<file path="config.mk">
export PLATFORM = sky130hd
export DESIGN_NAME = fifo_sram_writer
export DESIGN_NICKNAME = d
export VERILOG_FILES = /design/src/rtl/fsw_pkg.sv /design/src/rtl/fsw_ack_timer.sv /design/src/rtl/fifo_sram_writer.sv
export SDC_FILE = /design/constraint.sdc
export NUM_CORES = 1
export LEC_CHECK = 0
export CORE_MARGIN = 1.5
export CORE_UTILIZATION = 44
export CTS_CLUSTER_SIZE = 14
export DETAILED_ROUTE_END_ITERATION = 6
export GPL_TIMING_DRIVEN = 0
export MAX_ROUTING_LAYER = met4
export PLACE_DENSITY = 0.8
export RECOVER_POWER = 50
export SYNTH_ARGS = -nofsm -noshare
export SYNTH_HDL_FRONTEND = slang
export SYNTH_SLANG_ARGS = --single-unit
export TNS_END_PERCENT = 30
</file>
<file path="constraint.sdc">
create_clock -name fsw_clk_i -period 2.2 [get_ports fsw_clk_i]
set_input_delay 0.44 -clock fsw_clk_i [delete_from_list [all_inputs] [get_ports fsw_clk_i]]
set_output_delay 0.44 -clock fsw_clk_i [all_outputs]
set_load 0.1 [all_outputs]
</file>
<file path="src/rtl/fsw_pkg.sv">
// Shared definitions for the FIFO-to-SRAM writer: FSM encoding and ack-timeout constants.
// No logic; latency n/a.
// Backpressure n/a.
package fsw_pkg;

    typedef enum logic [1:0] {
        ST_IDLE  = 2'd0,
        ST_FETCH = 2'd1,
        ST_WRITE = 2'd2,
        ST_DONE  = 2'd3
    } fsw_state_e;

    localparam int FSW_TIMEOUT_CYCLES = 255;
    localparam int FSW_TIMER_WIDTH    = $clog2(FSW_TIMEOUT_CYCLES);

    localparam logic [FSW_TIMER_WIDTH-1:0] FSW_TIMER_LAST =
        FSW_TIMER_WIDTH'(FSW_TIMEOUT_CYCLES - 1);

endpackage

</file>
<file path="src/rtl/fsw_ack_timer.sv">
// Counts cycles spent waiting for an SRAM ack; flags expiry on the last allowed cycle.
// Expiry is combinational from the count register, so it lands on the 255th waiting cycle.
// No backpressure; the count clears whenever run_i drops.
module fsw_ack_timer
    import fsw_pkg::*;
(
    input  logic clk_i,
    input  logic rstn_i,
    input  logic run_i,
    output logic expired_o
);

    logic [FSW_TIMER_WIDTH-1:0] cnt_q, cnt_d;

    assign expired_o = run_i && (cnt_q == FSW_TIMER_LAST);

    always_comb begin
        cnt_d = '0;
        if (run_i && !expired_o) begin
            cnt_d = cnt_q + {{(FSW_TIMER_WIDTH-1){1'b0}}, 1'b1};
        end
    end

    always_ff @(posedge clk_i or negedge rstn_i) begin
        if (!rstn_i) begin
            cnt_q <= '0;
        end else begin
            cnt_q <= cnt_d;
        end
    end

endmodule

</file>
<file path="src/rtl/fifo_sram_writer.sv">
// Moves word_count words from an upstream FIFO to consecutive SRAM addresses; FSW_ACK_TIMEOUT_EN adds an ack timeout.
// Latency: 2 cycles per word minimum (FETCH pops, WRITE holds req until ack), plus one DONE cycle.
// Backpressure: stalls in FETCH while the FIFO is empty and in WRITE until sram_ack_i.
module fifo_sram_writer
    import fsw_pkg::*;
#(
    parameter int FIFO_DATA_WIDTH = 32,
    parameter int SRAM_ADDR_WIDTH = 18,
    parameter int COUNT_WIDTH     = 13
) (
    input  logic                       fsw_clk_i,
    input  logic                       fsw_rstn_i,
    input  logic                       start_i,
    input  logic [SRAM_ADDR_WIDTH-1:0] base_addr_i,
    input  logic [COUNT_WIDTH-1:0]     word_count_i,
    input  logic                       fifo_emptyflag_i,
    input  logic [FIFO_DATA_WIDTH-1:0] fifo_readdata_i,
    output logic                       fifo_readflag_o,
    output logic                       sram_req_o,
    output logic                       sram_we_o,
    output logic [SRAM_ADDR_WIDTH-1:0] sram_addr_o,
    output logic [FIFO_DATA_WIDTH-1:0] sram_data_o,
    input  logic                       sram_ack_i,
    output logic                       busy_o,
    output logic                       done_o,
    output logic                       error_o,
    output logic [COUNT_WIDTH-1:0]     remaining_o
);

    localparam logic [COUNT_WIDTH-1:0]     CNT_ONE  = {{(COUNT_WIDTH-1){1'b0}}, 1'b1};
    localparam logic [SRAM_ADDR_WIDTH-1:0] ADDR_ONE = {{(SRAM_ADDR_WIDTH-1){1'b0}}, 1'b1};

    fsw_state_e                 state_q, state_d;
    logic [SRAM_ADDR_WIDTH-1:0] addr_q, addr_d;
    logic [FIFO_DATA_WIDTH-1:0] data_q, data_d;
    logic [COUNT_WIDTH-1:0]     rem_q, rem_d;
    logic                       timeout;

`ifdef FSW_ACK_TIMEOUT_EN
    logic error_q, error_d;

    fsw_ack_timer u_ack_timer (
        .clk_i     (fsw_clk_i),
        .rstn_i    (fsw_rstn_i),
        .run_i     (state_q == ST_WRITE),
        .expired_o (timeout)
    );

    // Sticky until the next accepted start; a same-cycle ack beats the timeout.
    always_comb begin
        error_d = error_q;
        if (state_q == ST_IDLE && start_i) begin
            error_d = 1'b0;
        end else if (timeout && !sram_ack_i) begin
            error_d = 1'b1;
        end
    end

    always_ff @(posedge fsw_clk_i or negedge fsw_rstn_i) begin
        if (!fsw_rstn_i) begin
            error_q <= 1'b0;
        end else begin
            error_q <= error_d;
        end
    end

    assign error_o = error_q;
`else
    assign timeout = 1'b0;
    assign error_o = 1'b0;
`endif

    // Outputs decode from state_q so the async reset clears them immediately.
    assign fifo_readflag_o = (state_q == ST_FETCH) && !fifo_emptyflag_i;
    assign sram_req_o      = (state_q == ST_WRITE);
    assign sram_we_o       = (state_q == ST_WRITE);
    assign sram_addr_o     = addr_q;
    assign sram_data_o     = data_q;
    assign busy_o          = (state_q == ST_FETCH) || (state_q == ST_WRITE);
    assign done_o          = (state_q == ST_DONE);
    assign remaining_o     = rem_q;

    always_comb begin
        state_d = state_q;
        addr_d  = addr_q;
        data_d  = data_q;
        rem_d   = rem_q;
        case (state_q)
            ST_IDLE: begin
                if (start_i) begin
                    addr_d  = base_addr_i;
                    rem_d   = word_count_i;
                    state_d = (word_count_i == '0) ? ST_DONE : ST_FETCH;
                end
            end
            ST_FETCH: begin
                if (!fifo_emptyflag_i) begin
                    data_d  = fifo_readdata_i;
                    state_d = ST_WRITE;
                end
            end
            ST_WRITE: begin
                if (sram_ack_i) begin
                    addr_d  = addr_q + ADDR_ONE;
                    rem_d   = rem_q - CNT_ONE;
                    state_d = (rem_q == CNT_ONE) ? ST_DONE : ST_FETCH;
                end else if (timeout) begin
                    state_d = ST_DONE;
                end
            end
            ST_DONE: begin
                state_d = ST_IDLE;
            end
            default: begin
                state_d = ST_IDLE;
            end
        endcase
    end

    always_ff @(posedge fsw_clk_i or negedge fsw_rstn_i) begin
        if (!fsw_rstn_i) begin
            state_q <= ST_IDLE;
            addr_q  <= '0;
            data_q  <= '0;
            rem_q   <= '0;
        end else begin
            state_q <= state_d;
            addr_q  <= addr_d;
            data_q  <= data_d;
            rem_q   <= rem_d;
        end
    end

endmodule

</file>
==> summary.md, run 1 <==
| Metric | Value |
|---|---|
| EDFF count, synth | `0` |
| Outcome | `complete, but fails checks` |
| Max-cap viol count | `1` |
| Non-Filler Instances | `591` |
| Die W | `92.60 um` |
| Seq/Total Area, Yosys | `46.05%` |
| HP Class | `input pin to async pin` |
| TritonRoute pass-1 iters | `5` |
| WP buf/inv | `1` |
| Slew Limit Fails | `66` |
| Sinks on Clock Net | `65` |
| DRC viols | `0` |
| Critical path's top delay family | `buffers and inverters` |
| Ports | `137` |
| First-pass GRT wire length | `16750 um` |
| Diode count | `0` |
| Crit path time final | `2.155 ns` |
| Cell variety after synth | `51` |
| Crit. End Element | `output port` |
| Synth Instances | `336` |
| Fin nets | `560` |
| Crit start category | `flop` |
| Post-Synth Simple-Gate Area | `18.00%` |
| Largest cells by area after synthesis | `dfrtp_1 46%, mux2_2 11%, nand4_1 3.2%, ha_1 2.8%, a21oi_1 2.6%` |
| Max Buffers Root-to-Sink | `2` |
| CP max stage cell | `dlygate4sd2_1` |
| Worst skew pair latency | `0.34 ns` |
| CORE AREA | `7767 um2` |
| CTS tree | `done` |
| Die height | `92.60 um` |
| CP Data Required Time | `1.76 ns` |
| Initial antenna violation count | `0` |
| Syn nets | `412` |
| Count of final setup violators | `0` |
| Final Hold Fails | `0` |
| Post-Place Cells | `573` |
| CTS Buf Count | `9` |
| Final Cycle Share | `97.95%` |
| Syn avg cell area | `10.51 um2` |
| Die ar. | `8574 um2` |
| Compound-cell area share of the yosys netlist | `15.05%` |
| Fraction of registers with async set/reset | `100.0%` |
| Adder-Cell Fraction of Synth Area | `2.834%` |
| Synth Warn # | `0` |
| IO buf count | `135` |
| Wire per inst | `18.19 um` |
| Clock slew at reported path FFs | `0.08 ns` |
| Gpl congestion | `0.9098` |
| Routed Antenna Nets | `0` |
| Area leader, netlist | `dfrtp_1` |
| Util after Layout | `66.87%` |
| Global-route usage over all layers | `25.67%` |
| Final WL | `10750 um` |
| Vias per cell | `5.871` |
| Fmax | `0.4641 GHz` |
| Main synth FF type | `dfrtp_1` |
| Vias | `3470` |
| Critical path class | `flop to output port` |
| Layout Skew | `0.006748 ns` |
| Netlist Area Pre-Place | `3532 um2` |
| # fillers | `637` |
| Largest family of logic cells by synthesized area | `simple AND/OR/NAND/NOR gates` |
| Area of the multi-input gates | `1739 um2` |
| Slowest Stage Delay on Critical Path | `0.89 ns` |
| Seq cells post-synth | `65` |
| Detailed Route Iter0 Violations | `275` |
| H-Tree Depth | `3` |
| Worst-path maximum fanout | `8` |
| Xor/xnor share of the synthesized area | `0%` |
| Rel. slew slack | `-8.324%` |
| Top-area cell type share of the netlist area | `46.05%` |
| Starting Density | `45.47%` |
| Cell row count | `32` |
| Layout cells sized above 1 | `18.40%` |
| CTS Root Cell | `clkbuf_8` |
| Register area | `1629 um2` |
| Failing checks | `max-capacitance violations, max-slew violations` |
| Mux cell area share after synthesis | `13.11%` |
| Cell Chain, Critical Path | `dlygate4sd2_1` |
| HPWL after DPL | `7870 um` |
| Worst Path Arrival | `1.71 ns` |
| Largest net degree at the start of global routing | `66` |
| Gr ovfl total | `0` |
| Vias in the first global route | `3327` |
| Worst slew pin tran | `1.625 ns` |
| Area grow syn2layout | `47.04%` |
## metal layers
metal	GRT usage, %	vias up	wire length [um]
met5	-	-	0
met4	8.462	0	107
met3	5.008	15	1058
met2	40.93	195	5052
met1	32.88	1678	4532
li1	-	1582	-
## Yosys cell counts, types with 8 or more instances
library cell,count
nand4_1,18
ha_1,8
nor4_1,9
o21ai_0,12
nor2_1,18
buf_2,11
inv_1,14
dfrtp_1,65
nand3_1,13
mux2_2,34
a21oi_1,18
mux2i_1,8
nand2_1,18
## cell type report
class                   instances  share of cell area [%]
multi-input cells             235                   33.49
flip-flops and latches         65                   31.37
repair buffers                137                   24.69
clock buffers                  10                   2.650
plain buffers                  22                   2.578
well taps                     102                   2.457
clock inverters                 6                   1.759
inverters                      14                   1.012
## flip-flops by register name, indices dropped and copies added (netlist names)
register,cells
state_q,2
sram_data_o,32
remaining_o,13
sram_addr_o,18
## cells by family (layout without fill, tap and decap cells)
kind of cell / count (synthesis) / count (layout)
adders and majority gates: 8 / 8
and+or+nand+nor: 107 / 107
buffers and inverters: 36 / 189
muxes: 42 / 42
DFF: 65 / 65
AOI/OAI and AO/OA: 77 / 77
other: 1 / 1
## worst paths after layout
check                                startpoint               to  slack, ns  depth (start not counted)
worst max-delay path             sram_addr_o[3]   sram_addr_o[3]       0.05                          1
worst min-delay path                 fsw_rstn_i  sram_data_o[19]       0.50                          1
worst max register to register   remaining_o[0]   remaining_o[6]       0.13                          6
worst min register to register  sram_data_o[16]  sram_data_o[16]       0.50                          1
max in group asynchronous            fsw_rstn_i   sram_addr_o[1]       0.60                          1
min in group fsw_clk_i          sram_data_o[16]  sram_data_o[16]       0.50                          1
## through the flow
step / instance area (um2) / setup WS (ns) / TNS [ns] / hold slack (ns)
5_1_grt: 5194 / -0.008672 / -0.01111 / 0.5199
3_5_place_dp: 5014 / -0.9538 / -1.776 / 0.4949
4_1_cts: 5161 / -0.1252 / -0.1252 / 0.2177
2_1_floorplan: 3537 / -0.02388 / -0.02388 / 0.1444
6_report: 5194 / 0.04519 / 0 / 0.5034
3_3_place_gp: 5016 / -1.720 / -97.87 / 0.4873
## what timing repair did
item | 4_1_cts | 5_1_grt
gates resized for setup | 88 | 24
hold buffers | 0 | 0
setup endpoints to repair | 68 | 13
buffers inserted | 0 | 2
gates cloned | 0 | 0
## cell usage in the layout (no fill, tap or decap), types with 12 or more instances in the layout
cell type | Yosys | routed
a21oi_1 | 18 | 18
clkdlybuf4s50_1 | 0 | 66
dfrtp_1 | 65 | 63
dlygate4sd2_1 | 0 | 54
inv_1 | 14 | 13
mux2_2 | 34 | 34
nand2_1 | 18 | 18
nand3_1 | 13 | 13
nand4_1 | 18 | 18
nor2_1 | 18 | 18
o21ai_0 | 12 | 12
Power of run 1 is not shown: default switching activity piles up to over one toggle a cycle in this logic, so the estimate is an artifact.
==> run 2, diff against run 1 <==
--- a/config.mk
+++ b/config.mk
@@ -9,9 +9,8 @@
 export CORE_UTILIZATION = 44
 export CTS_CLUSTER_SIZE = 14
 export DETAILED_ROUTE_END_ITERATION = 6
-export GPL_TIMING_DRIVEN = 0
 export MAX_ROUTING_LAYER = met4
-export PLACE_DENSITY = 0.8
+export PLACE_DENSITY = 0.88
 export RECOVER_POWER = 50
 export SYNTH_ARGS = -nofsm -noshare
 export SYNTH_HDL_FRONTEND = slang
==> run 2 against run 1 <==
Against the previous run: the flow still finishes with violations (max-capacitance violations, max-slew violations); die area did not move; critical path depth rose by 4; register-to-register slack better by 0.10 ns; count of clock-buffer cells in the layout is 1 higher; cell area down 4.3%; via count shrank 3.9%; routed wire length fell by 5.8%; non-clock buffer count shrank 12; global-route usage decreased by 0.79 points; flip-flop and latch count did not move; highest routed layer unchanged.
==> summary.md, run 2 (synthesis gave the netlist of run 1 again) <==
| Metric | Value |
|---|---|
| Critical path class | `flop to output port (unchanged)` |
| Initial antenna violation count | `0 (unchanged)` |
| Gpl congestion | `0.8999 (was 0.9098)` |
| Die height | `92.60 um (unchanged)` |
| Met2 Routed Length | `4817 um (was 5052 um)` |
| Commonest non-fill, non-tap cell in the layout | `clkdlybuf4s50_1 (unchanged)` |
| Vias in the first global route | `3323 (was 3327)` |
| Worst skew pair latency | `0.34 ns (about the same)` |
| Area grow syn2layout | `40.70% (was 47.04%)` |
| Cell row count | `32 (unchanged)` |
| Rel. slew slack | `-6.206% (was -8.324%)` |
| Worst slew pin tran | `1.593 ns (was 1.625 ns)` |
| Routed Antenna Nets | `0 (unchanged)` |
| Sinks on Clock Net | `65 (unchanged)` |
| Area post-placement | `4890 um2 (was 5014 um2)` |
| DRC viols | `0 (unchanged)` |
| Die ar. | `8574 um2 (unchanged)` |
| IO buf count | `135 (unchanged)` |
| CORE AREA | `7767 um2 (unchanged)` |
| H-Tree Depth | `3 (unchanged)` |
| Final Hold Fails | `0 (unchanged)` |
| Crit path time final | `2.102 ns (was 2.155 ns)` |
| Worst-path maximum fanout | `33 (was 8)` |
| Highest routed layer | `met4 (unchanged)` |
| Vias | `3334 (was 3470)` |
| CTS tree | `done (unchanged)` |
| CP Data Required Time | `1.76 ns (about the same)` |
| Layout cells sized above 1 | `29.56% (was 18.40%)` |
| Reg2Reg Setup Slack | `0.23 ns (was 0.13 ns)` |
| Die W | `92.60 um (unchanged)` |
| Routed met3 length | `805 um (was 1058 um)` |
| Gr ovfl total | `0 (unchanged)` |
| HPWL after DPL | `7457 um (was 7870 um)` |
| Final Cycle Share | `95.54% (was 97.95%)` |
| CP startpoint | `state_q[1] (was sram_addr_o[3])` |
| HP Start | `sram_data_o[29]` |
| RSZ-0062 raised after global routing | `no` |
| Crit start category | `flop (unchanged)` |
| Vias per cell | `5.758 (was 5.871)` |
| Outcome | `complete, but fails checks (unchanged)` |
| Global-route usage over all layers | `24.88% (was 25.67%)` |
| Count of final setup violators | `0 (unchanged)` |
| Largest net degree at the start of global routing | `66 (unchanged)` |
| Worst Path Arrival | `1.66 ns (was 1.71 ns)` |
| Slew Limit Fails | `66 (unchanged)` |
| Largest register FFs | `32 (unchanged)` |
| Reg2reg start | `state_q[0] (was remaining_o[0])` |
| First-pass GRT wire length | `16250 um (was 16750 um)` |
| Diode count | `0 (unchanged)` |
| HP Class | `flop to flop (was input pin to async pin)` |
| Fin nets | `548 (was 560)` |
| Crit. End Element | `output port (unchanged)` |
| Clock slew at reported path FFs | `0.08 ns (about the same)` |
| Wire per inst | `17.49 um (was 18.19 um)` |
| Max Buffers Root-to-Sink | `2 (unchanged)` |
| Fin area | `4970 um2 (was 5194 um2)` |
| Failing checks | `max-capacitance violations, max-slew violations (unchanged)` |
| WL met1 | `4365 um (was 4532 um)` |
| Layout Skew | `0.01107 ns (was 0.006748 ns)` |
| Starting Density | `45.47% (unchanged)` |
| Ports | `137 (unchanged)` |
| Fmax | `0.4758 GHz (was 0.4641 GHz)` |
| Detailed Route Iter0 Violations | `186 (was 275)` |
| TritonRoute pass-1 iters | `5 (unchanged)` |
| Max-cap viol count | `1 (unchanged)` |
| CTS Root Cell | `clkbuf_8 (unchanged)` |
| Most frequent cells in the layout | `66 x clkdlybuf4s50_1, 63 x dfrtp_1, 40 x buf_4 (was 66 x clkdlybuf4s50_1, 63 x dfrtp_1, 54 x dlygate4sd2_1)` |
| CTS Buf Count | `9 (unchanged)` |
| Final WL | `10130 um (was 10750 um)` |
## run 2: cell count changes in the layout (fill, tap and decap cells not counted), moves of 2 or more
cell	change
buf_12	+4
buf_2	-10
buf_4	+33
bufinv_16	-2
clkbuf_1	-3
clkbuf_2	+30
clkdlybuf4s15_1	-6
clkinv_2	+2
clkinv_4	-2
dlygate4sd2_1	-54
## run 2: area by class of cell
class,count,area (um2)
clock buffers,11,141.4
flip-flops and latches,65,1629
inverters,14,52.55
clock inverters,5,31.28
well taps,102,127.6
multi-input cells,235,1747
repair buffers,147,1241
fillers,663,2798
## run 2: final timing paths
check,cells after the start,end
setup / recovery,5,fifo_readflag_o
hold / removal,1,sram_data_o[29]
setup reg to reg,7,sram_addr_o[7]
hold reg to reg,1,sram_data_o[29]
max in group asynchronous,2,sram_addr_o[1]
min in group asynchronous,2,sram_data_o[8]
## run 2: timing repair
action                                 4_1_cts  5_1_grt
endpoints found under the hold margin        0        0
gates resized for setup                      0        2
hold buffers                                 0        0
buffers inserted                             0        0
setup endpoints to repair                    0       11
## run 2: stage by stage
step                TNS [ns]  std cells  util [%]  hold WS [ns]  setup slack (ns)
CTS                        0        579     65.17        0.1252           0.06121
global route               0        579     63.98        0.5221           0.01257
detailed placement         0        563     62.95        0.4945           0.07860
finish                     0        579     63.98        0.5091           0.09810
floorplan           -0.02388        336         -        0.1444          -0.02388
global placement           0        563     62.95        0.4822            0.1455
## run 2: layer usage
layer	track usage (%)	up-vias
li1	-	1546
met1	31.75	1614
met2	39.22	160
met3	4.844	14
met4	9.487	0
met5	-	-
## run 2: worst max-delay path, stage by stage (launching register included)
cell and delay [ns]:
dfrtp_1 0.42, inv_1 0.11, ha_1 0.20, nor2b_4 0.17, buf_12 0.21, buf_12 0.20
Power of run 2 is left out for the same reason.
==> run 3, diff against run 2 <==
--- a/config.mk
+++ b/config.mk
@@ -5,7 +5,6 @@
 export SDC_FILE = /design/constraint.sdc
 export NUM_CORES = 1
 export LEC_CHECK = 0
-export CORE_MARGIN = 1.5
 export CORE_UTILIZATION = 44
 export CTS_CLUSTER_SIZE = 14
 export DETAILED_ROUTE_END_ITERATION = 6
==> run 3 against run 2 <==
Against the previous run: the run still ends with max-capacitance violations, max-slew violations left; cell area rose by 0.83%; die area fell by 2.1%; critical path depth fell by 1; sequential share of layout area fell by 0.27 points; setup slack improved by 0.062 ns; count of clock-buffer cells in the layout fell by 1; via count rose by 0.24%; non-clock buffer count rose by 2; clock skew fell by 0.0023 ns; utilization rose by 0.87 points; largest cell class unchanged; highest routed layer unchanged.
==> summary.md, run 3 (synthesis gave the netlist of run 1 again) <==
| Metric | Value |
|---|---|
| First-pass GRT wire length | `16030 um (was 16250 um)` |
| Max-cap viol count | `1 (unchanged)` |
| HP Start | `sram_data_o[18] (was sram_data_o[29])` |
| DRC viols | `0 (unchanged)` |
| Layout cells sized above 1 | `29.85% (was 29.56%)` |
| Area grow syn2layout | `41.87% (was 40.70%)` |
| Crit start category | `flop (unchanged)` |
| Fin nets | `550 (was 548)` |
| Hold path endpoint | `sram_data_o[18] (was sram_data_o[29])` |
| Gr ovfl total | `0 (unchanged)` |
| CTS Root Cell | `clkbuf_8 (unchanged)` |
| HP Class | `flop to flop (unchanged)` |
| Global-route usage over all layers | `25.19% (was 24.88%)` |
| Count of final setup violators | `0 (unchanged)` |
| Final Hold Fails | `0 (unchanged)` |
| RSZ-0062 raised after global routing | `no (unchanged)` |
| Vias | `3342 (was 3334)` |
| Max Buffers Root-to-Sink | `2 (unchanged)` |
| Gpl congestion | `0.9184 (was 0.8999)` |
| Ports | `137 (unchanged)` |
| Starting Density | `45.71% (was 45.47%)` |
| Critical path class | `flop to output port (unchanged)` |
| Wire per inst | `17.11 um (was 17.49 um)` |
| Final WL | `9943 um (was 10130 um)` |
| Failing checks | `max-capacitance violations, max-slew violations (unchanged)` |
| HPWL after DPL | `7218 um (was 7457 um)` |
| Die height | `91.60 um (was 92.60 um)` |
| CP Data Required Time | `1.76 ns (about the same)` |
| Diode count | `0 (unchanged)` |
| Worst-path maximum fanout | `5 (was 33)` |
| Worst slew pin tran | `1.596 ns (was 1.593 ns)` |
| Outcome | `complete, but fails checks (unchanged)` |
| Rel. slew slack | `-6.408% (was -6.206%)` |
| Layout Skew | `0.008779 ns (was 0.01107 ns)` |
| Sinks on Clock Net | `65 (unchanged)` |
| Hold Path Stages | `1 (unchanged)` |
| Slew Limit Fails | `66 (unchanged)` |
| Setup WS post-layout | `0.1606 ns (was 0.09810 ns)` |
| # fillers | `613 (was 663)` |
| Die W | `91.60 um (was 92.60 um)` |
| Die ar. | `8390 um2 (was 8574 um2)` |
| Most frequent cells in the layout | `66 x clkdlybuf4s50_1, 63 x dfrtp_1, 41 x buf_4 (was 66 x clkdlybuf4s50_1, 63 x dfrtp_1, 40 x buf_4)` |
| Crit path time final | `2.039 ns (was 2.102 ns)` |
| Non-Filler Instances | `581 (was 579)` |
| Largest register FFs | `32 (unchanged)` |
| Vias in the first global route | `3142 (was 3323)` |
| Worst r2r dst | `sram_addr_o[9] (was sram_addr_o[7])` |
| Area of the multi-input gates | `1747 um2 (unchanged)` |
| CTS tree | `done (unchanged)` |
| Clock slew at reported path FFs | `0.07 ns (was 0.08 ns)` |
| Reg2reg start | `state_q[0] (unchanged)` |
| IO buf count | `135 (unchanged)` |
| Largest net degree at the start of global routing | `66 (unchanged)` |
| TritonRoute pass-1 iters | `7 (was 5)` |
| Post-Place Cells | `565 (was 563)` |
| CORE AREA | `7727 um2 (was 7767 um2)` |
| Routed Antenna Nets | `0 (unchanged)` |
| Register area | `1629 um2 (unchanged)` |
| Fmax | `0.4903 GHz (was 0.4758 GHz)` |
| Cell row count | `32 (unchanged)` |
| Detailed Route Iter0 Violations | `222 (was 186)` |
| Vias per cell | `5.752 (was 5.758)` |
| Worst skew pair latency | `0.34 ns (about the same)` |
| H-Tree Depth | `3 (unchanged)` |
| Reg2Reg Setup Slack | `0.19 ns (was 0.23 ns)` |
| Pre-CTS setup slack | `0.05812 ns (was 0.07860 ns)` |
| Final Cycle Share | `92.70% (was 95.54%)` |
| Worst r2r path cells | `7 (unchanged)` |
| CTS Buf Count | `9 (unchanged)` |
| Crit. End Element | `output port (unchanged)` |
| Initial antenna violation count | `0 (unchanged)` |
| Worst Path Arrival | `1.60 ns (was 1.66 ns)` |
| Commonest non-fill, non-tap cell in the layout | `clkdlybuf4s50_1 (unchanged)` |
[run 3: what timing repair did]
item / CTS / global route
resized for setup: 0 / 2
setup buffers: 0 / 0
endpoints found under the setup margin: 0 / 3
hold buffers: 0 / 0
[run 3: how the worst max path moves through the flow]
stage | startpoint | end | slack, ns | cells after the start
2_1_floorplan | remaining_o[1] | remaining_o[6] | -0.02 | 6
3_3_place_gp | start_i | sram_addr_o[9] | 0.13 | 5
3_5_place_dp | start_i | sram_addr_o[9] | 0.06 | 6
4_1_cts | state_q[1] | fifo_readflag_o | 0.04 | 4
5_1_grt | state_q[0] | sram_addr_o[15] | 0.05 | 6
6_report | state_q[1] | fifo_readflag_o | 0.16 | 4
[run 3: metrics by stage]
| stage | utilization (%) | instance area [um2] | setup TNS (ns) | hold WS (ns) |
|---|---|---|---|---|
| after floorplan | - | 3537 | -0.02388 | 0.1444 |
| after global routing | 64.85 | 5011 | 0 | 0.5216 |
| after CTS | 66.05 | 5104 | 0 | 0.1233 |
| after global placement | 63.63 | 4917 | 0 | 0.4812 |
| final | 64.85 | 5011 | 0 | 0.5080 |
| after detailed placement | 63.63 | 4917 | 0 | 0.4912 |
[run 3: worst max-delay path, stage by stage, from the launching register on]
cell and delay [ns]:
dfrtp_1 0.42, inv_1 0.12, ha_1 0.22, nor2b_4 0.29, buf_12 0.21
[run 3: layer usage]
layer  track usage (%)  wire length, um  up-vias
met5                 -                0        -
met4             9.921              203        0
met3             5.611              944       23
met2             36.78             4479      201
met1             34.05             4315     1566
li1                  -                -     1552
[run 3: layout make-up]
type | count | area share (%)
clock buffers | 10 | 2.547
clock inverters | 6 | 1.174
inverters | 14 | 1.049
multi-input cells | 235 | 34.86
flip-flops and latches | 65 | 32.51
well taps | 102 | 2.547
repair buffers | 149 | 25.32
Power of run 3 is left out for the same reason.
